## src/rtl/apb_cfg_responder_pkg.sv

```systemverilog
// Shared types and constants for the APB configuration responder and its register file.
package apb_cfg_responder_pkg;

  typedef enum logic [1:0] {
    IDLE,
    ACCESS,
    DONE
  } state_e;

  localparam int unsigned REG_ID     = 0;
  localparam int unsigned REG_STATUS = 1;

  localparam logic [31:0] DEFAULT_ID_VALUE = 32'hC0DD_0001;

  localparam int unsigned WAIT_CNT_W = 4;

endpackage

```

## src/rtl/apb_cfg_regfile.sv

```systemverilog
// Register bank for the APB responder: read-only ID word, W1C status word with hardware set,
// plain R/W words, byte-strobe merge and the read mux.
module apb_cfg_regfile
  import apb_cfg_responder_pkg::*;
#(
  parameter int unsigned             DATA_WIDTH = 32,
  parameter int unsigned             NUM_REGS   = 16,
  parameter logic [DATA_WIDTH-1:0]   ID_VALUE   = DATA_WIDTH'(DEFAULT_ID_VALUE),
  parameter int unsigned             IDX_W      = $clog2(NUM_REGS)
) (
  input  logic                           clk,
  input  logic                           rst,
  input  logic                           wr_en_i,
  input  logic [IDX_W-1:0]               wr_idx_i,
  input  logic [DATA_WIDTH-1:0]          wr_data_i,
  input  logic [DATA_WIDTH/8-1:0]        wr_strb_i,
  input  logic [DATA_WIDTH-1:0]          sts_set_i,
  input  logic [IDX_W-1:0]               rd_idx_i,
  output logic [DATA_WIDTH-1:0]          rd_data_o,
  output logic [NUM_REGS*DATA_WIDTH-1:0] regs_o
);

  logic [DATA_WIDTH-1:0] regs_q [1:NUM_REGS-1];
  logic [DATA_WIDTH-1:0] regs_d [1:NUM_REGS-1];
  logic [DATA_WIDTH-1:0] wr_mask;

  always_comb begin
    wr_mask = '0;
    for (int b = 0; b < DATA_WIDTH / 8; b++) begin
      wr_mask[8*b +: 8] = {8{wr_strb_i[b]}};
    end
  end

  // NOTE: every always_comb output gets a default before any conditional update so no latch is inferred.
  always_comb begin
    for (int i = 1; i < NUM_REGS; i++) begin
      regs_d[i] = regs_q[i];
      if (i == int'(REG_STATUS)) begin
        // Set is OR-ed in after the clear so a same-cycle hardware set wins.
        regs_d[i] = (regs_q[i] & ~((wr_en_i && wr_idx_i == IDX_W'(i)) ? (wr_data_i & wr_mask) : '0))
                    | sts_set_i;
      end else if (wr_en_i && wr_idx_i == IDX_W'(i)) begin
        regs_d[i] = (regs_q[i] & ~wr_mask) | (wr_data_i & wr_mask);
      end
    end
  end

  // NOTE: this bank is flop-based and downstream logic consumes it directly, so every word is reset.
  always_ff @(posedge clk or posedge rst) begin
    if (rst) begin
      for (int i = 1; i < NUM_REGS; i++) regs_q[i] <= '0;
    end else begin
      for (int i = 1; i < NUM_REGS; i++) regs_q[i] <= regs_d[i];
    end
  end

  always_comb begin
    rd_data_o = '0;
    if (rd_idx_i == IDX_W'(REG_ID)) begin
      rd_data_o = ID_VALUE;
    end else if (int'(rd_idx_i) < int'(NUM_REGS)) begin
      rd_data_o = regs_q[rd_idx_i];
    end
  end

  always_comb begin
    regs_o = '0;
    regs_o[DATA_WIDTH-1:0] = ID_VALUE;
    for (int i = 1; i < NUM_REGS; i++) begin
      regs_o[i*DATA_WIDTH +: DATA_WIDTH] = regs_q[i];
    end
  end

endmodule

```

## src/rtl/apb_cfg_responder.sv

```systemverilog
// APB3 completer with programmable wait states, address error decode and a flat register image.
// Build option: define APB_PSTRB_EN to add the apb_pstrb byte-strobe input.
module apb_cfg_responder
  import apb_cfg_responder_pkg::*;
#(
  parameter int unsigned           ADDR_WIDTH  = 20,
  parameter int unsigned           DATA_WIDTH  = 32,
  parameter int unsigned           NUM_REGS    = 16,
  parameter logic [ADDR_WIDTH-1:0] BASE_ADDR   = '0,
  parameter int unsigned           WAIT_STATES = 1,
  parameter logic [DATA_WIDTH-1:0] ID_VALUE    = DATA_WIDTH'(DEFAULT_ID_VALUE)
) (
  input  logic                           clk,
  input  logic                           rst,
  input  logic [ADDR_WIDTH-1:0]          apb_paddr,
  input  logic                           apb_psel,
  input  logic                           apb_penable,
  input  logic                           apb_pwrite,
  input  logic [DATA_WIDTH-1:0]          apb_pwdata,
`ifdef APB_PSTRB_EN
  input  logic [DATA_WIDTH/8-1:0]        apb_pstrb,
`endif
  output logic [DATA_WIDTH-1:0]          apb_prdata,
  output logic                           apb_pready,
  output logic                           apb_pslverr,
  input  logic [DATA_WIDTH-1:0]          sts_set,
  output logic [NUM_REGS*DATA_WIDTH-1:0] cfg_regs
);

  localparam int unsigned IDX_W = $clog2(NUM_REGS);

  state_e                  state_q;
  logic [WAIT_CNT_W-1:0]   cnt_q;
  logic [ADDR_WIDTH-1:0]   addr_q;
  logic                    write_q;
  logic [DATA_WIDTH-1:0]   wdata_q;
  logic [DATA_WIDTH/8-1:0] strb_q;
  logic                    pready_q;
  logic                    pslverr_q;
  logic [DATA_WIDTH-1:0]   prdata_q;

  logic [ADDR_WIDTH-1:0]   dec_addr;
  logic [ADDR_WIDTH-1:0]   offset;
  logic                    below_base;
  logic                    dec_err;
  logic [IDX_W-1:0]        dec_idx;
  logic [DATA_WIDTH-1:0]   rd_data;
  logic                    wr_en;

  // With zero wait states the response is registered on the SETUP edge, so decode the live address there.
  always_comb begin
    dec_addr             = (state_q == IDLE) ? apb_paddr : addr_q;
    {below_base, offset} = {1'b0, dec_addr} - {1'b0, BASE_ADDR};
    dec_err              = (dec_addr[1:0] != 2'b00) || below_base
                           || ((offset >> 2) >= ADDR_WIDTH'(NUM_REGS));
    dec_idx              = offset[IDX_W+1:2];
  end

  assign wr_en = (state_q == DONE) && write_q && !pslverr_q;

`ifdef APB_PSTRB_EN
  always_ff @(posedge clk or posedge rst) begin
    if (rst) begin
      strb_q <= '0;
    end else if (state_q == IDLE && apb_psel && !apb_penable) begin
      strb_q <= apb_pstrb;
    end
  end
`else
  assign strb_q = '1;
`endif

  // The counter holds the remaining low-pready ACCESS cycles, so pready rises in cycle T+1+WAIT_STATES.
  // NOTE: state and registered outputs use non-blocking assignments so all flops update from pre-edge values.
  always_ff @(posedge clk or posedge rst) begin
    if (rst) begin
      state_q   <= IDLE;
      cnt_q     <= '0;
      addr_q    <= '0;
      write_q   <= 1'b0;
      wdata_q   <= '0;
      pready_q  <= 1'b0;
      pslverr_q <= 1'b0;
      prdata_q  <= '0;
    end else begin
      case (state_q)
        IDLE: begin
          if (apb_psel && !apb_penable) begin
            addr_q  <= apb_paddr;
            write_q <= apb_pwrite;
            wdata_q <= apb_pwdata;
            if (WAIT_STATES == 0) begin
              pready_q  <= 1'b1;
              pslverr_q <= dec_err;
              prdata_q  <= dec_err ? '0 : rd_data;
              state_q   <= DONE;
            end else begin
              cnt_q   <= WAIT_CNT_W'(WAIT_STATES);
              state_q <= ACCESS;
            end
          end
        end
        ACCESS: begin
          if (!apb_psel) begin
            state_q <= IDLE;
          end else if (cnt_q == WAIT_CNT_W'(1)) begin
            pready_q  <= 1'b1;
            pslverr_q <= dec_err;
            prdata_q  <= dec_err ? '0 : rd_data;
            state_q   <= DONE;
          end else begin
            cnt_q <= cnt_q - WAIT_CNT_W'(1);
          end
        end
        DONE: begin
          pready_q  <= 1'b0;
          pslverr_q <= 1'b0;
          prdata_q  <= '0;
          state_q   <= IDLE;
        end
        default: state_q <= IDLE;
      endcase
    end
  end

  apb_cfg_regfile #(
    .DATA_WIDTH (DATA_WIDTH),
    .NUM_REGS   (NUM_REGS),
    .ID_VALUE   (ID_VALUE),
    .IDX_W      (IDX_W)
  ) u_regfile (
    .clk       (clk),
    .rst       (rst),
    .wr_en_i   (wr_en),
    .wr_idx_i  (dec_idx),
    .wr_data_i (wdata_q),
    .wr_strb_i (strb_q),
    .sts_set_i (sts_set),
    .rd_idx_i  (dec_idx),
    .rd_data_o (rd_data),
    .regs_o    (cfg_regs)
  );

  assign apb_pready  = pready_q;
  assign apb_pslverr = pslverr_q;
  assign apb_prdata  = prdata_q;

endmodule

```

## config.mk

```make
export PLATFORM = sky130hd
export DESIGN_NAME = apb_cfg_responder
export DESIGN_NICKNAME = d
export VERILOG_FILES = /design/src/rtl/apb_cfg_responder_pkg.sv /design/src/rtl/apb_cfg_regfile.sv /design/src/rtl/apb_cfg_responder.sv
export SDC_FILE = /design/constraint.sdc
export NUM_CORES = 1
export LEC_CHECK = 0
export CORE_AREA = 2 2 245 247
export DETAILED_ROUTE_END_ITERATION = 10
export DIE_AREA = 0 0 247 249
export PLACE_DENSITY_LB_ADDON = 0.2
export SETUP_SLACK_MARGIN = 0.4
export SYNTH_ARGS = -nofsm -noshare
export SYNTH_HDL_FRONTEND = slang
export SYNTH_SLANG_ARGS = --single-unit
```

## constraint.sdc

```tcl
create_clock -name clk -period 32.1 [get_ports clk]
set_input_delay 9.63 -clock clk [delete_from_list [all_inputs] [get_ports clk]]
set_output_delay 9.63 -clock clk [all_outputs]
set_load 0.01 [all_outputs]
```

* After elaboration in Yosys (flattened, before gate mapping)
Cells that the tools add are included.
** Storage, ports and cells
- Register bits after elaboration :: 573
- Output and inout port bits :: 546
- Input bits :: 89
** Operators by class
- Muxes and demuxes :: 24
- Equal/unequal tests :: 23
- Add/subtract/negate cells :: 1
- $lt $le $gt $ge :: 2
- Reduce and logical (&&, ||, !) cells :: 30
- Bitwise operators :: 4
** Operators by type and width (count)
- 2-to-1 mux 32 bit :: 7
- binary-select mux 32 bit (select 4 bit) :: 1
- one-hot mux 32 bit (2 select lines) :: 1
- bitwise AND 32 bit :: 1
- equality test 4 bit (second input constant) :: 8
- inverter 32 bit :: 1
- OR 32 bit :: 1
- 2-to-1 mux 20 bit :: 1
- >= comparator 18 x 5 -> 1 bit (second input constant) :: 1
- logical AND 1 bit :: 18
- equality test 4 x 3 -> 1 bit (second input constant) :: 4
- 2-to-1 mux 4 bit :: 3
- equality test 4 x 1 -> 1 bit (second input constant) :: 2
- equality test 4 x 2 -> 1 bit (second input constant) :: 2
- one-hot mux 4 bit (2 select lines) :: 1
- 2-to-1 mux 2 bit :: 3
- != test 2 bit (second input constant) :: 3
- nonzero test 2 bit :: 3
- >= comparator 5 bit (second input constant) :: 1
- inverter 4 -> 5 bit :: 1
- logical NOT 4 bit :: 1
- 2-to-1 mux 1 bit :: 4
- one-hot mux 1 bit (2 select lines) :: 2
- one-hot mux 2 bit (2 select lines) :: 1
- other kinds (11) :: 13

* Logic depth before layout (Yosys ltp)
Gate-level depths: netlist of run 1.
- Word-level depth :: 11
- Mapped depth :: 11
- Gate-level depth less buffers :: 8

* Modules after synthesis
A second synthesis of run 1 with hierarchy kept.
** Unflattened totals
- Cell total of the unflattened synthesis :: 1880
- Area, all modules :: 26138.8 um^2
** By module, submodules not included
- apb_cfg_regfile :: area an instance 22068.7 um^2, cells an instance 1493, instances 1, seq. area each 12011.5 um^2
- apb_cfg_responder :: area an instance 4070.2 um^2, cells an instance 387, instances 1, seq. area each 2327.2 um^2

* Worst setup path after synthesis of run 1
OpenSTA, ideal clock, no wires.
- Path type :: input to register
- From :: in apb_paddr[3]
- To :: reg u_regfile.regs_q, in the netlist u_regfile.regs_o[100]
- Slack :: 20602 ps
- Arrival time :: 11373 ps
- Setup time :: 125 ps
- Buffers on the path :: 3
- Stages :: 7
- Data required time :: 31975 ps
- Cell sequence :: or3b_1 > and2_1 > clkbuf_1 > buf_2 > nor3_2 > buf_2 > mux2_2
** Between the ends
- Word-level cells in the longest chain between the ends :: 3
** Ends and longest elaborated chain
- start: declaration :: RTL line apb_cfg_responder.sv:15 : input logic [ADDR_WIDTH-1:0] apb_paddr,
- 2-to-1 mux 20 bit :: RTL line apb_cfg_responder.sv:52 : dec_addr = (state_q == IDLE) ? apb_paddr : addr_q;
- equality test 4 x 2 -> 1 bit :: RTL line apb_cfg_regfile.sv:42 : end else if (wr_en_i && wr_idx_i == IDX_W'(i)) begin
- logical AND 1 bit :: RTL line apb_cfg_regfile.sv:42
- end: declaration :: RTL line apb_cfg_regfile.sv:23 : logic [DATA_WIDTH-1:0] regs_q [1:NUM_REGS-1];
Every way passes these cells.
A chain may end at the register's enable or synchronous reset.

* Worst setup path after layout of run 1
- From :: in apb_paddr[2]
- To :: reg prdata_q[19], in the netlist apb_prdata[19]
** Between the ends
- Word-level cells in the longest chain between the ends :: 10
- Elaborated cells between the ends (all ways) :: 13
- Classes of those cells :: order compare: 1; mux: 9; bitwise: 1; reduce/logical: 2
** Ends and longest elaborated chain
- 2-to-1 mux 20 bit (*) :: RTL line apb_cfg_responder.sv:52
- inverter 4 -> 5 bit (implied by the code) :: RTL line apb_cfg_regfile.sv:62 : rd_data_o = regs_q[rd_idx_i];
- binary-select mux 32 bit (select 4 bit) :: RTL line apb_cfg_regfile.sv:62
- 2-to-1 mux 32 bit (implied by the code) (2 in series) :: RTL line apb_cfg_regfile.sv:62
- 2-to-1 mux 32 bit :: RTL line apb_cfg_regfile.sv:59 : if (rd_idx_i == IDX_W'(REG_ID)) begin
- 2-to-1 mux 32 bit (*) :: RTL line apb_cfg_responder.sv:109 : prdata_q <= dec_err ? '0 : rd_data;
- 2-to-1 mux 32 bit (*) :: RTL line apb_cfg_responder.sv:106 : end else if (cnt_q == WAIT_CNT_W'(1)) begin
- 2-to-1 mux 32 bit (*) :: RTL line apb_cfg_responder.sv:104 : if (!apb_psel) begin
- one-hot mux 32 bit (2 select lines) (*) :: RTL line apb_cfg_responder.sv:86 : case (state_q)
- end signal: assignment :: RTL line apb_cfg_responder.sv:95 : prdata_q <= dec_err ? '0 : rd_data;
- end signal: assignment :: RTL line apb_cfg_responder.sv:109
- end: declaration :: RTL line apb_cfg_responder.sv:40 : logic [DATA_WIDTH-1:0] prdata_q;
Every way passes the cells marked *; elsewhere a longest branch is shown, timed or not. The select of a mux whose other input is x is not followed.

==> results.tsv, run 1 <==
metric	value	unit
status	complete, no violations	
numPortBuffers	602	
dpl_cell_area	0.03253	mm2
worst_pin_slew	1.356	ns
worstPathArrival	13.64	ns
post_drt_wl_per_cell	28.44	um
cts_buffer_depth	3	
clk_pin_slew	0.06	ns
chipWidth	247	um
rsz0062_at_grt	no	
synth_top_family_by_area	multiplexers	
ant_nets	0	
topRoutingLayerUsed	met5	
synthAdderAreaFrac	0.09631	%
place.gp.congestion	0.8904	
power_density	55.99	mW/mm2
post-route-min-period	13.15	ns
initial_core_util	44.28	%
crit_required	32.59	ns
grt_pass1_wl	143300	um
synthesis.instances	2140	
yosys.area_share.xor_xnor	0.06741	%
synth.avg_cell_area	12.14	um2
crit_type	input port to flip-flop	
dr_wl_met2	47390	um
timing_hold_violations_final	0	
fin_worst_skew	0.01714	ns
synthTopCellsByArea	dfrtp_1 (55%), mux2_2 (21%), nand2_1 (4.6%)	
startpoint_type	input port	
crit_buf_inv	3	
cts_setup_buffers	0	
async_flop_share	100.0	%
dr_wl_met3	10070	um
drive_above_1_share	24.62	%
vias	20400	
wl_met1	38070	um
synth_top_area_share	55.18	%
via_per_inst	5.842	
floorplan.die_area	0.06150	mm2
power	1.939	mW
fmax	0.07606	GHz
groute.usage.overall	31.68	%
h-tree-depth	2	
fin_hold_ws	0.4887	ns
preCtsSetupSlack	18.47	ns
muxShareOfSynthArea	24.17	%
synth_top_area_cell	dfrtp_1	
grt_pass1_vias	20610	
peakVddDrop	42.70	uV
yosysUniqueCellTypes	60	
nets	2758	
synth-edff-count	0	
grt_antenna_before_repair	1	
cts_tree	done	
synth_compound_area_share	7.685	%
synth_top_flop_cell	dfrtp_1	
max_stage_delay	0.85	ns
hold_path_class	flip-flop to flip-flop	
yosys.area_share.simple	8.774	%
cts_hold_buf	0	
post-dp-hpwl	65720	um
mappedNetlistArea	0.02598	mm2
synth-seq-cells	573	
postCtsResizedCells	0	
relSlewSlack	9.260	%
syn_to_final_growth	33.27	%
io_pins	635	
finalSetupTns	0	ns
die_h	249	um
path_max_fanout	113	
drv_slew	0	
drc	0	
layout_setup_ws	18.95	ns
setup_viol	0	
cp_common_cell	buf_4	
yosys_warnings	0	
drt-pass1-iter-count	5	
drt-initial-drc-count	1584	
path_delay_family	buffers and inverters	
clk_latency	0.63	ns
crit_path_end_kind	flip-flop	
period_share	40.96	%
seq_area_frac_synth	55.18	%
rows	89	
cts_buffers	61	
power_leakage	15.21	nW
grt_max_degree	167	
wl	99290	um
final_area	0.03463	mm2
maxCapViolCount	0	
core_area	0.05869	mm2
cp_cell_sequence	clkdlybuf4s50_1 > or3b_1 > buf_4 > nand2_8 > buf_4 > mux2_2 > a22o_1 > a2111oi_0 > o21ai_0	
grt_overflow_total	0	
root_buffer	clkbuf_16	
numClockSinks	573	
slowest_stage	buf_4	
-- power breakdown --
| part | switching, mW | leakage, nW | internal, mW |
|---|---|---|---|
| combinational | 0.176 | 6.49 | 0.153 |
| clock | 0.302 | 1.04 | 0.441 |
| sequential | 0.0908 | 7.68 | 0.777 |
-- cell usage after synthesis (all sizes together), types with 2 or more instances --
cell type,number
a32oi,26
a22o,8
o22ai,2
o21ai,71
nor2b,2
nor2,13
a221oi,6
or2,2
nor4b,2
a32o,18
nor4,20
or4,13
a21oi,70
mux2,508
conb,2
ha,2
or3b,2
inv,6
xor2,2
a21o,32
nand2b,4
nor3b,2
a211oi,25
nor3,14
and2,2
o21a,3
o41ai,7
o31ai,11
a22oi,3
buf,126
clkbuf,73
nand3,98
nand4,3
nand2,319
mux2i,56
dfrtp,573
or4b,2
-- cell type report --
type	instances	area [um2]
Inverter	6	30.03
Timing Repair Buffer	633	6271
Tap cell	773	967.2
Clock inverter	24	312.8
Clock buffer	89	1784
Fill cell	4725	24060
Antenna cell	1	2.502
Sequential cell	573	14340
Multi-Input combinational cell	1392	10920
-- metrics by stage --
step / std cells / utilization (%)
floorplan: 2170 / -
global placement: 3377 / 55.43
detailed placement: 3377 / 55.43
CTS: 3490 / 59.00
global route: 3490 / 59.00
finish: 3491 / 59.01
-- worst reg2reg max path: cells and delay by family, from the launching register on --
family | cells | cell delay, ns
buf+inv | 2 | 1.32
simple gates | 2 | 1.14
flops | 1 | 0.62
compound gates | 3 | 0.61
mux | 1 | 0.54
-- routing by layer --
| layer | up-vias | global-route usage [%] |
|---|---|---|
| met4 | 2 | 11.45 |
| met2 | 1002 | 51.44 |
| met3 | 196 | 9.664 |
| li1 | 8668 | - |
| met5 | - | 0 |
| met1 | 10530 | 39.86 |
-- kinds of logic (layout without fill, tap and decap cells) --
| family | after synthesis | in the layout |
|---|---|---|
| DFF | 573 | 573 |
| muxes | 564 | 564 |
| and+or+nand+nor | 503 | 503 |
| AOI/OAI and AO/OA | 289 | 289 |
| buffers and inverters | 205 | 752 |
| adders and majority gates | 2 | 2 |
| other | 2 | 33 |
| xor gates and xnor gates | 2 | 2 |
-- final timing paths --
kind                                 from                     to  slack [ns]  cells past startpoint
max reg2reg                    state_q[0]         apb_prdata[19]       27.74                      8
min                        apb_prdata[18]         apb_prdata[18]        0.49                      2
max                          apb_paddr[2]         apb_prdata[19]       18.95                      9
max in group asynchronous             rst  u_regfile.regs_o[200]       19.94                      4
min in group asynchronous             rst            wdata_q[14]        9.52                      2
min reg2reg                apb_prdata[18]         apb_prdata[18]        0.49                      2
-- cells in the final DEF, fill, tap and decap left out, types with 19 or more instances in the layout --
master / Yosys / layout
a21oi_1: 70 / 70
clkbuf_16: 0 / 63
conb_1: 2 / 32
buf_4: 41 / 30
nor4_1: 19 / 19
mux2i_1: 56 / 56
nand3_1: 98 / 96
clkdlybuf4s50_1: 0 / 602
dfrtp_1: 573 / 573
a211oi_1: 25 / 25
mux2_2: 493 / 493
a21o_1: 32 / 32
nand2_1: 317 / 314
o21ai_0: 58 / 58
a32oi_1: 26 / 26
-- flip-flops by register name (all words and copies together) (netlist names), 2 cells and up --
| signal | flops |
|---|---|
| wdata_q | 32 |
| apb_prdata | 32 |
| u_regfile.regs_o | 480 |
| cnt_q | 4 |
| state_q | 2 |
| addr_q | 20 |
Power figures use the tool's default switching activity.
==> run 2: changes to the inputs <==
- clock period: 32.1 -> 12.1 ns (I/O delays scaled with it)
==> results.tsv, run 2 (synthesis gave the netlist of run 1 again) <==
metric	value	unit
status	complete, no violations	
grt_antenna_before_repair	3	
cts_tree	done	
root_buffer	clkbuf_16	
cts_buffer_depth	3	
finalSetupTns	0	ns
rows	89	
hold_depth	2	
h-tree-depth	2	
via_per_inst	5.822	
cts_setup_buffers	0	
ant_nets	0	
final_cell_mix	clkdlybuf4s50_1 (602), dfrtp_1 (573), mux2_2 (493)	
post-dp-hpwl	63750	um
rsz0062_at_grt	no	
fin_worst_skew	0.01320	ns
die_h	249	um
clk_pin_slew	0.06	ns
final_area	0.03454	mm2
final_common_cell	clkdlybuf4s50_1	
whs_endpoint	apb_prdata[20]	
worstPathArrival	7.64	ns
nets	2758	
post_drt_wl_per_cell	27.96	um
core_area	0.05869	mm2
cts_hold_buf	0	
cts_buffers	60	
grt_pass1_vias	20280	
drive_above_1_share	24.36	%
fmax	0.1412	GHz
r2r_start	state_q[0]	
relSlewSlack	13.99	%
startpoint_type	input port	
groute.usage.overall	30.89	%
power_leakage	15.16	nW
largest_reg_flops	480	
numClockSinks	573	
peakVddDrop	117.5	uV
io_pins	635	
grt_pass1_wl	139900	um
chipWidth	247	um
grt_max_degree	174	
min-delay-start	apb_prdata[20]	
syn_to_final_growth	32.95	%
crit_required	12.66	ns
drc	0	
period_share	58.54	%
grt_overflow_total	0	
path_max_fanout	113	
postCtsResizedCells	0	
cp_common_cell	buf_4	
r2r-end	apb_prdata[29]	
wl	97410	um
vias	20280	
crit_path_end_kind	flip-flop	
post-route-min-period	7.083	ns
initial_core_util	44.28	%
place.gp.congestion	0.8898	
numPortBuffers	602	
drt-pass1-iter-count	5	
fillers	4758	
cp_cell_sequence	clkdlybuf4s50_1 > or3b_1 > buf_4 > nand2_8 > buf_4 > o311ai_4 > buf_4 > nor4_1 > a22o_1	
drv_slew	0	
rrSetupSlack	7.78	ns
floorplan.die_area	0.06150	mm2
drt-initial-drc-count	1495	
dpl_cell_area	0.03255	mm2
worst_pin_slew	1.282	ns
maxCapViolCount	0	
clk_latency	0.62	ns
setup_viol	0	
power_density	146.2	mW/mm2
max_stage_delay	0.96	ns
timing_hold_violations_final	0	
reg2regPathDepth	8	
power	5.051	mW
slowest_stage	buf_4	
hold_path_class	flip-flop to flip-flop	
crit_type	input port to flip-flop	
[run 2: layer usage]
metal,global-route usage [%],wire length [um],part of all wire (%),up-vias
met5,0,13,0.013,-
met4,11.24,3652,3.7,2
met3,9.125,10090,10,185
met2,48.93,45320,47,966
met1,40.11,38330,39,10480
li1,-,-,-,8650
[run 2: worst max path at each step]
stage	startpoint	to	slack, ns
final	apb_paddr[2]	apb_prdata[29]	5.02
after global routing	apb_paddr[2]	apb_prdata[29]	4.95
after CTS	apb_paddr[2]	apb_prdata[29]	5.22
after detailed placement	apb_paddr[2]	apb_prdata[29]	4.57
after global placement	apb_paddr[2]	apb_prdata[1]	4.61
after floorplan	rst	addr_q[0]	0.66
[run 2: report_power, final]
group | total, mW | switching, mW | internal (mW)
clock | 1.88 | 0.778 | 1.11
combinational | 0.877 | 0.473 | 0.404
sequential | 2.29 | 0.228 | 2.06
total | 5.05 | 1.48 | 3.57
[run 2: cell type report]
type	instances	area, um2	share of cell area (%)
sequential	573	14340	41.51
multi-input combinational	1392	10920	31.60
timing repair buffer	634	6304	18.25
clock buffer	92	1814	5.252
tap	773	967.2	2.800
clock inverter	12	173.9	0.5035
inverter	6	26.28	0.07606
antenna	2	5.005	0.01449
[run 2: stage by stage]
stage                     hold WS (ns)  util [%]  cells  setup WS [ns]
after floorplan                 0.4716         -   2170         0.6644
after global placement          0.4670     55.47   3378          4.613
after detailed placement        0.4793     55.47   3378          4.573
after CTS                       0.4926     58.86   3482          5.225
after global routing            0.5114     58.86   3483          4.950
final                           0.4915     58.86   3484          5.017
[run 2: critical path: cells and delay by family]
kind,cells,cell delay [ns]
buffers and inverters,4,2.06
AO/OA/AOI/OAI,2,0.31
AND/OR/NAND/NOR,3,1.34
